`src/rtl/div_subshift_if.sv`:
```
// Handshake/data bundle for the shift-subtract divider.
interface div_subshift_if #(
  parameter int DATA_W = 32
);
  logic              en;
  logic              sign;
  logic              done;
  logic [DATA_W-1:0] dividend;
  logic [DATA_W-1:0] divisor;
  logic [DATA_W-1:0] quotient;
  logic [DATA_W-1:0] remainder;

  modport master (
    output en, sign, dividend, divisor,
    input  done, quotient, remainder
  );

  modport slave (
    input  en, sign, dividend, divisor,
    output done, quotient, remainder
  );
endinterface

```
`src/rtl/div_subshift.sv`:
```
// Restoring shift-subtract divider: one quotient bit per cycle, signed/unsigned,
// RISC-V divide-by-zero and overflow result conventions.
module div_subshift #(
  parameter int DATA_W = 32
) (
  input  logic           clk,
  input  logic           rst,
  div_subshift_if.slave  bus
);
  localparam int PCW = $clog2(DATA_W + 2) + 1;
  localparam logic [PCW-1:0] PC_LAST = PCW'(DATA_W);
  localparam logic [PCW-1:0] PC_FIX  = PCW'(DATA_W + 1);

  logic [PCW-1:0]    pc_q, pc_d;
  logic              sign_reg_q, sign_reg_d;
  logic              neg_q_q, neg_q_d;
  logic              neg_r_q, neg_r_d;
  logic              div_zero_q, div_zero_d;
  logic              done_q, done_d;
  logic [DATA_W-1:0] dvsr_q, dvsr_d;
  logic [DATA_W-1:0] dvnd_raw_q, dvnd_raw_d;
  logic [DATA_W:0]   rem_q, rem_d;
  logic [DATA_W-1:0] quo_q, quo_d;

  logic [DATA_W+1:0] shifted;
  logic [DATA_W+1:0] trial;
  logic [DATA_W-1:0] dvnd_abs;
  logic [DATA_W-1:0] dvsr_abs;
  logic [DATA_W-1:0] r_mag;

  always_comb begin
    pc_d       = pc_q;
    sign_reg_d = sign_reg_q;
    neg_q_d    = neg_q_q;
    neg_r_d    = neg_r_q;
    div_zero_d = div_zero_q;
    done_d     = done_q;
    dvsr_d     = dvsr_q;
    dvnd_raw_d = dvnd_raw_q;
    rem_d      = rem_q;
    quo_d      = quo_q;

    // Remainder stays below the divisor, so bit DATA_W+1 of the trial is its sign.
    shifted  = {rem_q, quo_q[DATA_W-1]};
    trial    = shifted - {2'b00, dvsr_q};
    dvnd_abs = (bus.sign && bus.dividend[DATA_W-1]) ? -bus.dividend : bus.dividend;
    dvsr_abs = (bus.sign && bus.divisor[DATA_W-1])  ? -bus.divisor  : bus.divisor;
    r_mag    = rem_q[DATA_W-1:0];

    if (!bus.en) begin
      pc_d       = '0;
      sign_reg_d = 1'b0;
      neg_q_d    = 1'b0;
      neg_r_d    = 1'b0;
      div_zero_d = 1'b0;
      done_d     = 1'b0;
      dvsr_d     = '0;
      dvnd_raw_d = '0;
      rem_d      = '0;
      quo_d      = '0;
    end else if (pc_q == '0) begin
      pc_d       = pc_q + 1'b1;
      sign_reg_d = bus.sign;
      neg_q_d    = bus.sign & (bus.dividend[DATA_W-1] ^ bus.divisor[DATA_W-1]);
      neg_r_d    = bus.sign & bus.dividend[DATA_W-1];
      div_zero_d = (bus.divisor == '0);
      dvsr_d     = dvsr_abs;
      dvnd_raw_d = bus.dividend;
      rem_d      = '0;
      quo_d      = dvnd_abs;
    end else if (pc_q <= PC_LAST) begin
      pc_d = pc_q + 1'b1;
      if (!trial[DATA_W+1]) begin
        rem_d = trial[DATA_W:0];
        quo_d = {quo_q[DATA_W-2:0], 1'b1};
      end else begin
        rem_d = shifted[DATA_W:0];
        quo_d = {quo_q[DATA_W-2:0], 1'b0};
      end
    end else if (pc_q == PC_FIX) begin
      pc_d   = pc_q + 1'b1;
      done_d = 1'b1;
      if (div_zero_q) begin
        quo_d = '1;
        rem_d = {1'b0, dvnd_raw_q};
      end else begin
        quo_d = (sign_reg_q && neg_q_q) ? -quo_q : quo_q;
        rem_d = {1'b0, (neg_r_q ? -r_mag : r_mag)};
      end
    end
  end

  always_ff @(posedge clk) begin
    if (rst) begin
      pc_q       <= '0;
      sign_reg_q <= 1'b0;
      neg_q_q    <= 1'b0;
      neg_r_q    <= 1'b0;
      div_zero_q <= 1'b0;
      done_q     <= 1'b0;
      dvsr_q     <= '0;
      dvnd_raw_q <= '0;
      rem_q      <= '0;
      quo_q      <= '0;
    end else begin
      pc_q       <= pc_d;
      sign_reg_q <= sign_reg_d;
      neg_q_q    <= neg_q_d;
      neg_r_q    <= neg_r_d;
      div_zero_q <= div_zero_d;
      done_q     <= done_d;
      dvsr_q     <= dvsr_d;
      dvnd_raw_q <= dvnd_raw_d;
      rem_q      <= rem_d;
      quo_q      <= quo_d;
    end
  end

  assign bus.done      = done_q;
  assign bus.quotient  = quo_q;
  assign bus.remainder = rem_q[DATA_W-1:0];
endmodule

```
`src/flat_wrapper.sv`:
```
// flat-port wrapper written by rule: the top's interface ports become plain ports
module div_subshift_flat 
#(
  parameter int DATA_W = 32
)
  (clk, rst, bus_en, bus_sign, bus_dividend, bus_divisor, bus_done, bus_quotient, bus_remainder);
  div_subshift_if #(.DATA_W(DATA_W)) bus_i ();
  input  logic clk;
  input  logic rst;
  input wire logic [$bits(bus_i.en)-1:0] bus_en;
  input wire logic [$bits(bus_i.sign)-1:0] bus_sign;
  input wire logic [$bits(bus_i.dividend)-1:0] bus_dividend;
  input wire logic [$bits(bus_i.divisor)-1:0] bus_divisor;
  output wire logic [$bits(bus_i.done)-1:0] bus_done;
  output wire logic [$bits(bus_i.quotient)-1:0] bus_quotient;
  output wire logic [$bits(bus_i.remainder)-1:0] bus_remainder;
  assign bus_i.en = bus_en;
  assign bus_i.sign = bus_sign;
  assign bus_i.dividend = bus_dividend;
  assign bus_i.divisor = bus_divisor;
  assign bus_done = bus_i.done;
  assign bus_quotient = bus_i.quotient;
  assign bus_remainder = bus_i.remainder;
  div_subshift #(.DATA_W(DATA_W)) u_core (.clk(clk), .rst(rst), .bus(bus_i));
endmodule
```
`config.mk`:
```
export PLATFORM = sky130hd
export DESIGN_NAME = div_subshift_flat
export DESIGN_NICKNAME = d
export VERILOG_FILES = /design/src/rtl/div_subshift_if.sv /design/src/rtl/div_subshift.sv /design/src/flat_wrapper.sv
export SDC_FILE = /design/constraint.sdc
export NUM_CORES = 1
export LEC_CHECK = 0
export BUFFER_PORTS_ARGS = -buffer_cell sky130_fd_sc_hd__buf_2
export CORE_MARGIN = 3
export CORE_UTILIZATION = 53
export CTS_BUF_LIST = sky130_fd_sc_hd__clkbuf_8
export DETAILED_ROUTE_END_ITERATION = 10
export PLACE_DENSITY = 0.79
export SLEW_MARGIN = 10
export SYNTH_ARGS = -nofsm -noshare
export SYNTH_HDL_FRONTEND = slang
export SYNTH_SLANG_ARGS = --single-unit
```
`constraint.sdc`:
```
create_clock -name clk -period 7.7 [get_ports clk]
set_input_delay 0.385 -clock clk [delete_from_list [all_inputs] [get_ports clk]]
set_output_delay 0.385 -clock clk [all_outputs]
set_load 0.02 [all_outputs]
```
* Yosys cells after proc, flatten, opt, wreduce, memory -nomap -nowiden
Index checks and enable logic that the tools add are counted.
** Operators by class
- Add/subtract/negate cells :: 6
- Order comparisons :: 1
- Equality and inequality tests :: 1
- Mux-type cells :: 16
- Bitwise logic cells :: 6
- Reduce and logical (&&, ||, !) cells :: 14
** Operators with widths (number)
- 32-bit two-way mux :: 9
- 32-bit negator :: 4
- 33-bit two-way mux :: 3
- 34-bit by 32-bit subtractor with 34-bit output :: 1
- 32-bit zero test :: 1
- 7-bit two-way mux :: 3
- 7-bit by 1-bit adder with 7-bit output, second input constant :: 1
- 7-bit by 6-bit equality test with 1-bit output, second input constant :: 1
- 7-bit by 6-bit less-or-equal comparator with 1-bit output, second input constant :: 1
- 7-bit zero test :: 1
- 3-bit nonzero test :: 2
- 2-bit AND reduction :: 2
- 4-bit nonzero test :: 1
- 1-bit logical AND :: 3
- 1-bit NOT :: 3
- 3-bit AND reduction :: 1
- 3-bit OR reduction :: 1
- 1-bit AND :: 2
- 2-bit nonzero test :: 1
- 2-bit OR reduction :: 1
- 1-bit two-way mux :: 1
- 1-bit XOR :: 1
** Storage, ports and cells
- Flip-flop bits (word level) :: 141
- Input bits :: 68
- Output and inout port bits :: 65
- Word-level logic and storage cells :: 55

* Longest topological paths before layout
Gate-level depths: netlist of run 1.
- Word-level depth :: 6
- Depth in mapped cells :: 14
- Mapped depth without buffers :: 12

* Least setup slack after synthesis of run 1
Ideal clock, no wire load.
- Path kind :: register to register
- Start :: reg u_core.rem_q[5]
- End :: reg u_core.rem_q[0]
- Setup time :: 122 ps
- Arrival :: 2812 ps
- Data required time :: 7578 ps
- Path slack :: 4767 ps
- Cell stages (with the launch flop) :: 14
- Buffers on the path :: 3
- Clock period less this slack :: 2933 ps
- Cell sequence :: dfxtp_1 > ha_1 > buf_2 > a21o_1 > a21o_1 > a221o_1 > o21ai_2 > a311oi_2 > o21a_1 > buf_6 > nor2_8 > buf_12 > nor2_1 > o311a_1
** On the way
- Longest elaborated chain between the ends :: 3
** RTL lines
- start: declaration :: RTL line div_subshift.sv:22 : logic [DATA_W:0] rem_q, rem_d;
- start signal: assignment :: RTL line div_subshift.sv:114 : rem_q <= rem_d;
- 34-bit by 32-bit subtractor with 34-bit output :: RTL line div_subshift.sv:45 : trial = shifted - {2'b00, dvsr_q};
- 33-bit two-way mux :: RTL line div_subshift.sv:73 : if (!trial[DATA_W+1]) begin
- 33-bit two-way mux :: RTL line div_subshift.sv:71 : end else if (pc_q <= PC_LAST) begin
No other way between the ends.
A chain may end at the register's enable or synchronous reset.

* Worst setup path after layout of run 1
- Start :: reg u_core.rem_q[9]
- End :: reg u_core.rem_q[31]
** On the way
- Longest elaborated chain between the ends :: 5
- Elaborated cells between the ends (all ways) :: 7
- Those cells by class :: add/sub: 2; mux: 5
** RTL lines
- 32-bit negator :: RTL line div_subshift.sv:88 : rem_d = {1'b0, (neg_r_q ? -r_mag : r_mag)};
- 32-bit two-way mux :: RTL line div_subshift.sv:88
- 32-bit two-way mux :: RTL line div_subshift.sv:83 : if (div_zero_q) begin
- 33-bit two-way mux :: RTL line div_subshift.sv:80 : end else if (pc_q == PC_FIX) begin
- 33-bit two-way mux (*) :: RTL line div_subshift.sv:71
Every way passes the cells marked *; elsewhere a longest branch is shown, timed or not. The select of a mux whose other input is x is not followed.

==> run_results.csv, run 1 <==
group,metric,value,unit
setup_path,crit_chain,"ha_1 > and3_1 > and4_4 > a221o_1 > o21ai_2 > a311oi_2 > o21ai_1 > nand2_2 > or4b_1 > nand2_1",
setup_path,worst_path_max_delay_cell,"or4b_1",
logic_synthesis,synth_ff_type,"dfxtp_1",
logic_synthesis,synthCells,1528,
logic_synthesis,synth_async_sr_flop_share,0,%
timing,tns,0,ps
route,drt-initial-drc-count,1014,
placement,gp_congestion,0.9535,
floorplan,pin_count,133,
clock_network,ctsHoldBuffers,0,
clock_network,cts_buffers,17,
setup_path,endpoint_kind,"flop",
pwr,power.switching,694.4,uW
clock_network,worstSkewPairLatency,470,ps
placement,hpwlAfterDp,23.84,mm
route,drc,0,
route,dr_wl_met2,16.21,mm
timing,hold_violations,0,
route,highest_layer,"met4",
clock_network,cts_tree,"built",
pwr,p_int,1.205,mW
final_layout,multi_input_area,0.007368,mm2
clock_network,cts_resized,0,
floorplan,die_w,150.4,um
timing,max_freq,0.2855,GHz
logic_synthesis,syn_area,0.01106,mm2
grt,grt_use_total,28.65,%
setup_path,crit_family,"simple AND/OR/NAND/NOR gates",
setup_path,crit_type,"flop to flop",
placement,io_buffers,132,
pwr,p_sw_share,36.56,%
logic_synthesis,synth_area_leaders,"dfxtp_1, a21oi_1, nand2_1",
grt,antenna_found_initial,0,
clock_network,clockBufferDepth,2,
final_layout,regArea,0.002824,mm2
clock_network,post-cts-setup-buffers,0,
final_layout,drive_gt1_share,12.97,%
grt,grt_pass1_vias,10780,
floorplan,std_cell_rows,52,
logic_synthesis,avgSynthCellArea,7.236,um2
setup_path,slowest_delay,590,ps
route,dr.pass1.iters,5,
grt,grt-ovfl-total,0,
setup_path,path_buf_inv,0,
floorplan,die_area,0.02263,mm2
route,wl_per_cell,18.01,um
logic_synthesis,synth_top_area_share,25.53,%
setup_path,startpoint_type,"flop",
route,routed_wl,33.04,mm
route,antenna_left,0,
final_layout,diodes,0,
logic_synthesis,yosys_warnings,0,
final_layout,syn_to_final_growth,7.389,%
clock_network,ctsHtreeMaxLevel,4,
timing,finalCriticalPeriod,3503,ps
grt,grt_first_pass_wirelength,52.96,mm
pwr,pwr-share-seq,41.8,%
logic_synthesis,synth-edff-count,0,
grt,grt_start_max_net_pins,104,
timing,maxSlewViolCount,0,
timing,fin_crit_sh,45.49,%
floorplan,die_h,150.4,um
logic_synthesis,seq_area_frac_synth,25.53,%
worst_hold_path,hold_path_class,"input pin to flop",
setup_path,required,8120,ps
pwr,ir_drop,0.00009687,V
route,route.layer.met1.wl,13.84,mm
timing,setup_viol,0,
pwr,combPwrFrac,27.3,%
clock_network,clockRootBuffer,"clkbuf_8",
timing,slew_headroom,28.27,%
run,maxCapViolCount,0,
floorplan,initial_utilization,54.29,%
logic_synthesis,syn_nets,1636,
timing,worst-slew-pin-transition,1076,ps
logic_synthesis,synth_seq_cells,141,
setup_path,critical_path.max_fanout,15,
pwr,power_density,160.0,mW/mm2
pwr,pwr-share-clk,31.0,%
route,vias,11640,
setup_path,arrival,3920,ps
timing,rsz0062_at_grt,"no",
timing,worst_clock_skew,17.19,ps
status,outcome,"finished clean",
clock_network,clk_pin_slew,100,ps
pwr,leakagePower,4.833,nW
final_layout,nets,1660,
route,via_per_inst,6.345,
clock_network,clock-sinks,141,
route,dr_wl_met3,1.992,mm
final_layout,fillerInstances,1926,
logic_synthesis,synth_top_area_cell,"dfxtp_1",
floorplan,core,0.02036,mm2
pwr,p_total,1.899,mW
logic_synthesis,synth_cell_types,86,
cell usage in the layout, fill, tap and decap left out, types with 20 or more instances in the layout:
master,count
a211oi_1,52
a21o_1,21
a21oi_1,164
a31oi_1,36
buf_2,132
dfxtp_1,140
ha_1,39
inv_1,57
nand2_1,163
nand3_1,30
nor2_1,161
nor3_1,39
o211ai_1,24
o21ai_0,72
o221ai_1,22
o22ai_1,20
xnor2_1,55
xor2_1,54
sequential cells by signal, indices dropped and copies added, names as in the netlist:
| name | count |
|---|---|
| u_core.neg_q_q | 1 |
| u_core.bus.quotient | 32 |
| u_core.bus.done | 1 |
| u_core.pc_q | 7 |
| u_core.dvnd_raw_q | 32 |
| u_core.neg_r_q | 1 |
| u_core.div_zero_q | 1 |
| u_core.rem_q | 33 |
| u_core.sign_reg_q | 1 |
| u_core.dvsr_q | 32 |
area by class of cell:
type | instances | share of cell area, %
Clock buffer | 17 | 1.970
Clock inverter | 15 | 1.191
Inverter | 58 | 1.834
Multi-Input combinational cell | 1190 | 62.05
Sequential cell | 141 | 23.78
Timing Repair Buffer | 144 | 6.322
Tap cell | 270 | 2.845
synth_stat cells, types with 9 or more instances:
cell,instances
a21oi_1,165
nand2_1,163
nor2_1,161
dfxtp_1,141
clkbuf_1,93
o21ai_0,73
inv_1,57
xnor2_1,55
xor2_1,54
a211oi_1,52
ha_1,39
nor3_1,39
a31oi_1,36
buf_4,34
nand3_1,30
o211ai_1,24
a21o_1,22
o221ai_1,22
o22ai_1,20
mux2i_1,18
or3_1,18
nor4_1,17
a311oi_1,13
nand2b_1,13
o31ai_1,13
and3_1,11
o21ai_1,11
nor2b_1,9
cells by family after synthesis:
family | Yosys count | synth area share (%)
mux | 18 | 1.629
buf+inv | 197 | 8.080
flops | 141 | 25.53
xor+xnor | 109 | 8.634
fa+ha+maj | 40 | 4.594
simple gates | 518 | 22.43
compound gates | 505 | 29.10
power groups by stage:
| stage | combinational, mW | sequential (mW) | clock, mW |
|---|---|---|---|
| detailed placement | 0.510 | 0.810 | 0 |
| floorplan | 0.384 | 0.807 | 0 |
| finish | 0.518 | 0.793 | 0.588 |
| global route | 0.572 | 0.798 | 0.620 |
| CTS | 0.513 | 0.792 | 0.594 |
| global placement | 0.499 | 0.808 | 0 |
per-layer routing:
metal / vias up / GRT usage (%)
li1: 5560 / -
met1: 5503 / 37.20
met2: 483 / 48.46
met3: 97 / 3.582
met4: 0 / 11.21
met5: - / 0
worst reg2reg max path, cell delays in order, from the launching register on:
cell,delay [ps]
dfxtp_1,500
ha_1,350
and3_1,250
and4_4,200
a221o_1,410
o21ai_2,180
a311oi_2,180
o21ai_1,410
nand2_2,330
or4b_1,590
nand2_1,60
through the flow:
step	setup slack [ps]	std cells	instance area, um2	hold WS (ps)	utilization (%)
finish	4197	1835	11870	162.5	58.31
global route	3990	1835	11870	150.9	58.31
CTS	4237	1835	11870	140.2	58.31
detailed placement	4257	1803	11500	447.7	56.46
global placement	4399	1803	11500	442.7	56.46
floorplan	4767	1528	11060	431.9	-
final timing paths:
path                            slack, ps  depth (start not counted)               endpoint                  start
worst max-delay path                 4200                         10       u_core.rem_q[31]        u_core.rem_q[9]
worst min-delay path                  160                          3   u_core.dvnd_raw_q[1]        bus_dividend[1]
worst max register to register       4200                         10       u_core.rem_q[31]        u_core.rem_q[9]
worst min register to register        460                          2  u_core.dvnd_raw_q[15]  u_core.dvnd_raw_q[15]
(Power assumes the default switching activity.)
==> run 2: changes to the inputs <==
clock period = 3.4 ns   (was 7.7 ns; I/O delays follow)
==> run 2 against run 1 <==
Cell count up 4.0%. Highest routed layer unchanged. First-iteration DRC count up 14%. Sequential power up 130%. Critical path depth up 1. Maximum frequency up 8.9%.
==> run_results.csv, run 2 (synthesis results as in run 1) <==
group,metric,value,unit
status,outcome,"finished clean",
final_layout,nets,1734,
timing,fin_crit_sh,94.62,%
floorplan,die_area,0.02263,mm2
route,via_per_inst,6.228,
setup_path,arrival,3630,ps
setup_path,startpoint_type,"flop",
timing,slew_headroom,25.64,%
clock_network,ctsHtreeMaxLevel,4,
clock_network,cts_buffers,17,
pwr,combPwrFrac,27.2,%
final_layout,fillerInstances,1901,
final_layout,syn_to_final_growth,13.92,%
timing,timing.hold.ws,14.16,ps
pwr,pwr-share-seq,39.3,%
worst_hold_path,hold_end,"u_core.dvnd_raw_q[8]",
floorplan,pin_count,133,
floorplan,die_w,150.4,um
run,maxCapViolCount,0,
route,drc,0,
timing,worst_clock_skew,13.99,ps
placement,hpwlAfterDp,25.22,mm
grt,grt_use_total,30.18,%
route,drt-initial-drc-count,1161,
grt,grt-ovfl-total,0,
final_layout,post-route-util,61.85,%
route,wl_per_cell,18.20,um
grt,antenna_found_initial,0,
placement,place_area,0.01185,mm2
clock_network,post-cts-setup-buffers,0,
pwr,power_density,361.5,mW/mm2
setup_path,rr_worst_depth,11,
setup_path,required,3810,ps
pwr,power.switching,1.495,mW
timing,setup_slack,183.0,ps
clock_network,clock-sinks,141,
clock_network,clockRootBuffer,"clkbuf_8",
worst_hold_path,hold_path.startpoint,"bus_dividend[8]",
timing,tns,0,ps
worst_hold_path,whs_path_depth,3,
clock_network,worstSkewPairLatency,470,ps
route,antenna_left,0,
setup_path,endpoint_kind,"flop",
floorplan,initial_utilization,54.29,%
clock_network,clk_pin_slew,80,ps
floorplan,std_cell_rows,52,
route,dr.pass1.iters,6,
final_layout,layout_common_cells,"a21oi_1, nand2_1, nor2_1, dfxtp_1, buf_2",
pwr,leakagePower,5.225,nW
setup_path,crit-reg2reg-launch,"u_core.dvsr_q[26]",
placement,io_buffers,132,
timing,maxSlewViolCount,0,
route,routed_wl,34.75,mm
grt,grt_first_pass_wirelength,55.30,mm
placement,dp_slack,176.7,ps
floorplan,die_h,150.4,um
final_layout,drive_gt1_share,15.13,%
timing,setup_viol,0,
setup_path,critical_path.max_fanout,15,
final_layout,regArea,0.002824,mm2
floorplan,core,0.02036,mm2
pwr,ir_drop,0.0002455,V
final_layout,top_register,"u_core.rem_q",
timing,finalCriticalPeriod,3217,ps
clock_network,clockBufferDepth,2,
pwr,p_sw_share,32.83,%
pwr,pwr-share-clk,33.5,%
final_layout,diodes,0,
final_layout,final_common_cell,"a21oi_1",
route,vias,11890,
setup_path,crit_type,"flop to flop",
placement,gp_congestion,0.9725,
clock_network,cts_tree,"built",
timing,max_freq,0.3108,GHz
grt,grt_pass1_vias,11110,
worst_hold_path,hold_path_class,"input pin to flop",
grt,grt_start_max_net_pins,102,
timing,hold_violations,0,
setup_path,r2r_end,"u_core.rem_q[31]",
final_layout,multi_input_area,0.007390,mm2
final_layout,final_cell_area,0.01260,mm2
final_layout,largest_reg_flops,33,
pwr,p_int,3.058,mW
timing,worst-slew-pin-transition,1115,ps
setup_path,r2r_slack,180,ps
==> run 2: critical path: stages, from the launching register on <==
cell and delay (ps):
dfxtp_1 330, inv_1 50, ha_1 450, nand3_1 220, nor2_1 250, and3_1 230
inv_1 90, a311oi_4 400, or3_1 280, nand2_2 240, or4b_1 570, nand2_1 70
==> run 2: repair_timing <==
item                                    4_1_cts  5_1_grt
endpoints found under the setup margin        0        4
endpoints found under the hold margin        29        0
hold buffers                                 29        0
gates resized for setup                       0        5
==> run 2: per-stage QoR <==
stage	power, mW	std cells
after CTS	4.529	1909
after detailed placement	3.008	1848
final	4.553	1909
after global placement	2.986	1848
after floorplan	2.698	1528
after global routing	4.772	1909
==> run 2: final cells by class <==
| cell class | count | area share, % |
|---|---|---|
| Sequential cell | 141 | 22.42 |
| Inverter | 58 | 1.728 |
| Multi-Input combinational cell | 1190 | 58.67 |
| Timing Repair Buffer | 218 | 11.05 |
| Clock buffer | 19 | 2.076 |
| Clock inverter | 13 | 1.381 |
| Tap cell | 270 | 2.682 |
==> run 2: how the worst max path moves through the flow <==
| stage | from | to | slack, ps | cells past startpoint |
|---|---|---|---|---|
| floorplan | u_core.rem_q[5] | u_core.rem_q[0] | 470 | 13 |
| global placement | u_core.dvsr_q[10] | u_core.rem_q[31] | 300 | 11 |
| detailed placement | u_core.dvsr_q[10] | u_core.rem_q[31] | 180 | 11 |
| CTS | u_core.dvsr_q[10] | u_core.rem_q[31] | 150 | 11 |
| global route | u_core.dvsr_q[24] | u_core.rem_q[31] | -20 | 11 |
| finish | u_core.dvsr_q[26] | u_core.rem_q[31] | 180 | 11 |
==> run 2: metal layers <==
| metal | up-vias | share of wire (%) | track usage (%) |
|---|---|---|---|
| li1 | 5703 | - | - |
| met3 | 119 | 7.2 | 4.997 |
| met5 | - | 0 | 0 |
| met4 | 0 | 4.4 | 13.91 |
| met2 | 532 | 47 | 49.52 |
| met1 | 5535 | 41 | 38.83 |
==> run 2: power by group through the flow <==
stage	clock network, mW	logic, mW	registers, mW
after floorplan	0	0.870	1.83
after global placement	0	1.16	1.82
after detailed placement	0	1.18	1.83
after CTS	1.52	1.22	1.79
after global routing	1.60	1.37	1.80
final	1.52	1.24	1.79
==> run 3: changes to the inputs <==
BUFFER_PORTS_ARGS = -buffer_cell sky130_fd_sc_hd__clkbuf_2   (was -buffer_cell sky130_fd_sc_hd__buf_2)
clock period = 4 ns   (was 3.4 ns; I/O delays follow)
==> run 3 against run 2 <==
Register-to-register slack better by 310 ps. Die area unchanged. Sequential share of layout area up 0.92 points. Routed wire length down 3.4%. Critical endpoint is now u_core.rem_q[21]. Largest power group unchanged.
==> run_results.csv, run 3 (synthesis results as in run 1) <==
group,metric,value,unit
status,outcome,"finished clean",
timing,setup_slack,491.3,ps
floorplan,pin_count,133,
timing,max_freq,0.2850,GHz
floorplan,std_cell_rows,52,
timing,hold_violations,0,
placement,dp_slack,601.4,ps
route,drc,0,
timing,maxSlewViolCount,0,
final_layout,top_register,"u_core.rem_q",
timing,finalCriticalPeriod,3509,ps
grt,busiest_layer,"met2",
final_layout,final_common_cell,"a21oi_1",
route,routed_wl,33.55,mm
timing,setup_viol,0,
pwr,ir_drop,0.0002023,V
worst_hold_path,hold_path.startpoint,"bus_dividend[18]",
final_layout,drive_gt1_share,13.26,%
floorplan,die_w,150.4,um
grt,grt_pass1_vias,10700,
setup_path,rr_worst_depth,10,
route,dr.pass1.iters,6,
grt,grt_first_pass_wirelength,52.99,mm
grt,grt_start_max_net_pins,102,
setup_path,startpoint_type,"flop",
setup_path,arrival,3870,ps
pwr,leakagePower,4.913,nW
grt,met1_usage,37.28,%
setup_path,r2r_slack,490,ps
route,antenna_left,0,
floorplan,die_h,150.4,um
clock_network,clockRootBuffer,"clkbuf_8",
setup_path,critical_path.max_fanout,27,
worst_hold_path,hold_end,"u_core.dvnd_raw_q[18]",
grt,antenna_found_initial,0,
final_layout,diodes,0,
placement,hpwlAfterDp,24.03,mm
timing,worst_clock_skew,16.38,ps
setup_path,crit_type,"flop to flop",
route,vias,11720,
pwr,p_total,3.794,mW
clock_network,cts_tree,"built",
clock_network,post-cts-setup-buffers,0,
setup_path,required,4360,ps
setup_path,crit-reg2reg-launch,"u_core.rem_q[9]",
timing,fin_crit_sh,87.72,%
grt,grt-ovfl-total,0,
worst_hold_path,whs_path_depth,3,
route,via_per_inst,6.321,
setup_path,r2r_end,"u_core.rem_q[21]",
clock_network,clock-sinks,141,
final_layout,fin_cells,1854,
setup_path,endpoint_kind,"flop",
clock_network,worstSkewPairLatency,470,ps
worst_hold_path,hold_path_class,"input pin to flop",
final_layout,largest_reg_flops,33,
floorplan,die_area,0.02263,mm2
grt,grt_util_met2,47.36,%
grt,grt_use_total,28.82,%
timing,worst-slew-pin-transition,1147,ps
clock_network,cts_buffers,17,
final_layout,regArea,0.002824,mm2
route,wl_per_cell,18.10,um
run,maxCapViolCount,0,
placement,dp_cells,1813,
placement,gp_congestion,0.9519,
clock_network,clockBufferDepth,2,
clock_network,cts_resized,0,
clock_network,ctsHtreeMaxLevel,4,
timing,tns,0,ps
timing,timing.hold.ws,17.90,ps
final_layout,nets,1680,
route,drt-initial-drc-count,1045,
placement,io_buffers,132,
floorplan,initial_utilization,54.29,%
final_layout,fillerInstances,1909,
final_layout,syn_to_final_growth,9.449,%
clock_network,clk_pin_slew,80,ps
timing,rsz0062_at_grt,"no",
timing,slew_headroom,23.04,%
final_layout,layout_common_cells,"a21oi_1, nand2_1, nor2_1, dfxtp_1, clkbuf_2",
floorplan,core,0.02036,mm2
grt,met3_usage,4.846,%
pwr,power_density,313.5,mW/mm2
final_layout,multi_input_area,0.007368,mm2
==> run 3: cell types whose count changed in the layout (fill, tap and decap cells not counted), sizes merged <==
cell,before,now
clkbuf,19,153
clkinv,5,3
bufinv,4,3
buf,189,22
dlygate4sd3,29,10
==> run 3: layout make-up <==
cell class,count,area share [%]
timing repair buffer,164,7.651
inverter,58,1.799
clock inverter,10,1.148
multi-input combinational,1190,60.89
sequential,141,23.34
clock buffer,21,2.388
tap,270,2.792
==> run 3: critical path, stage by stage (launching register included) <==
cell      delay (ps)
dfxtp_1          490
ha_1             340
and3_1           240
and4_4           210
a221o_1          400
o21ai_2          180
a311oi_2         180
o21a_1           380
nor2_8           520
mux2i_1          160
a211oi_1         300
==> run 3: worst max-delay path by stage <==
stage / startpoint / to / depth (start not counted)
2_1_floorplan: u_core.rem_q[5] / u_core.rem_q[0] / 13
3_3_place_gp: u_core.rem_q[7] / u_core.rem_q[24] / 10
3_5_place_dp: u_core.rem_q[9] / u_core.rem_q[24] / 10
4_1_cts: u_core.rem_q[9] / u_core.rem_q[21] / 10
5_1_grt: u_core.rem_q[5] / u_core.rem_q[12] / 10
6_report: u_core.rem_q[9] / u_core.rem_q[21] / 10
==> run 3: metal layers <==
layer  part of all wire (%)  up-vias
li1                       -     5588
met1                     42     5571
met2                     48      469
met3                    6.9       92
met4                    3.5        0
met5                      0        -
==> run 3: metrics by stage <==
| step | utilization [%] | instance area, um2 |
|---|---|---|
| floorplan | - | 11060 |
| global placement | 56.83 | 11570 |
| detailed placement | 56.83 | 11570 |
| CTS | 59.42 | 12100 |
| global route | 59.42 | 12100 |
| finish | 59.42 | 12100 |
==> run 3: repair_timing <==
| action | 4_1_cts | 5_1_grt |
|---|---|---|
| endpoints found under the setup margin | 0 | 0 |
| endpoints found under the hold margin | 10 | 0 |
| hold buffers | 10 | 0 |
==> run 3: report_power, final <==
group,switching [mW],total [mW],internal [mW]
Sequential,0.0658,1.53,1.46
Clock,0.582,1.26,0.680
Combinational,0.604,1.01,0.402
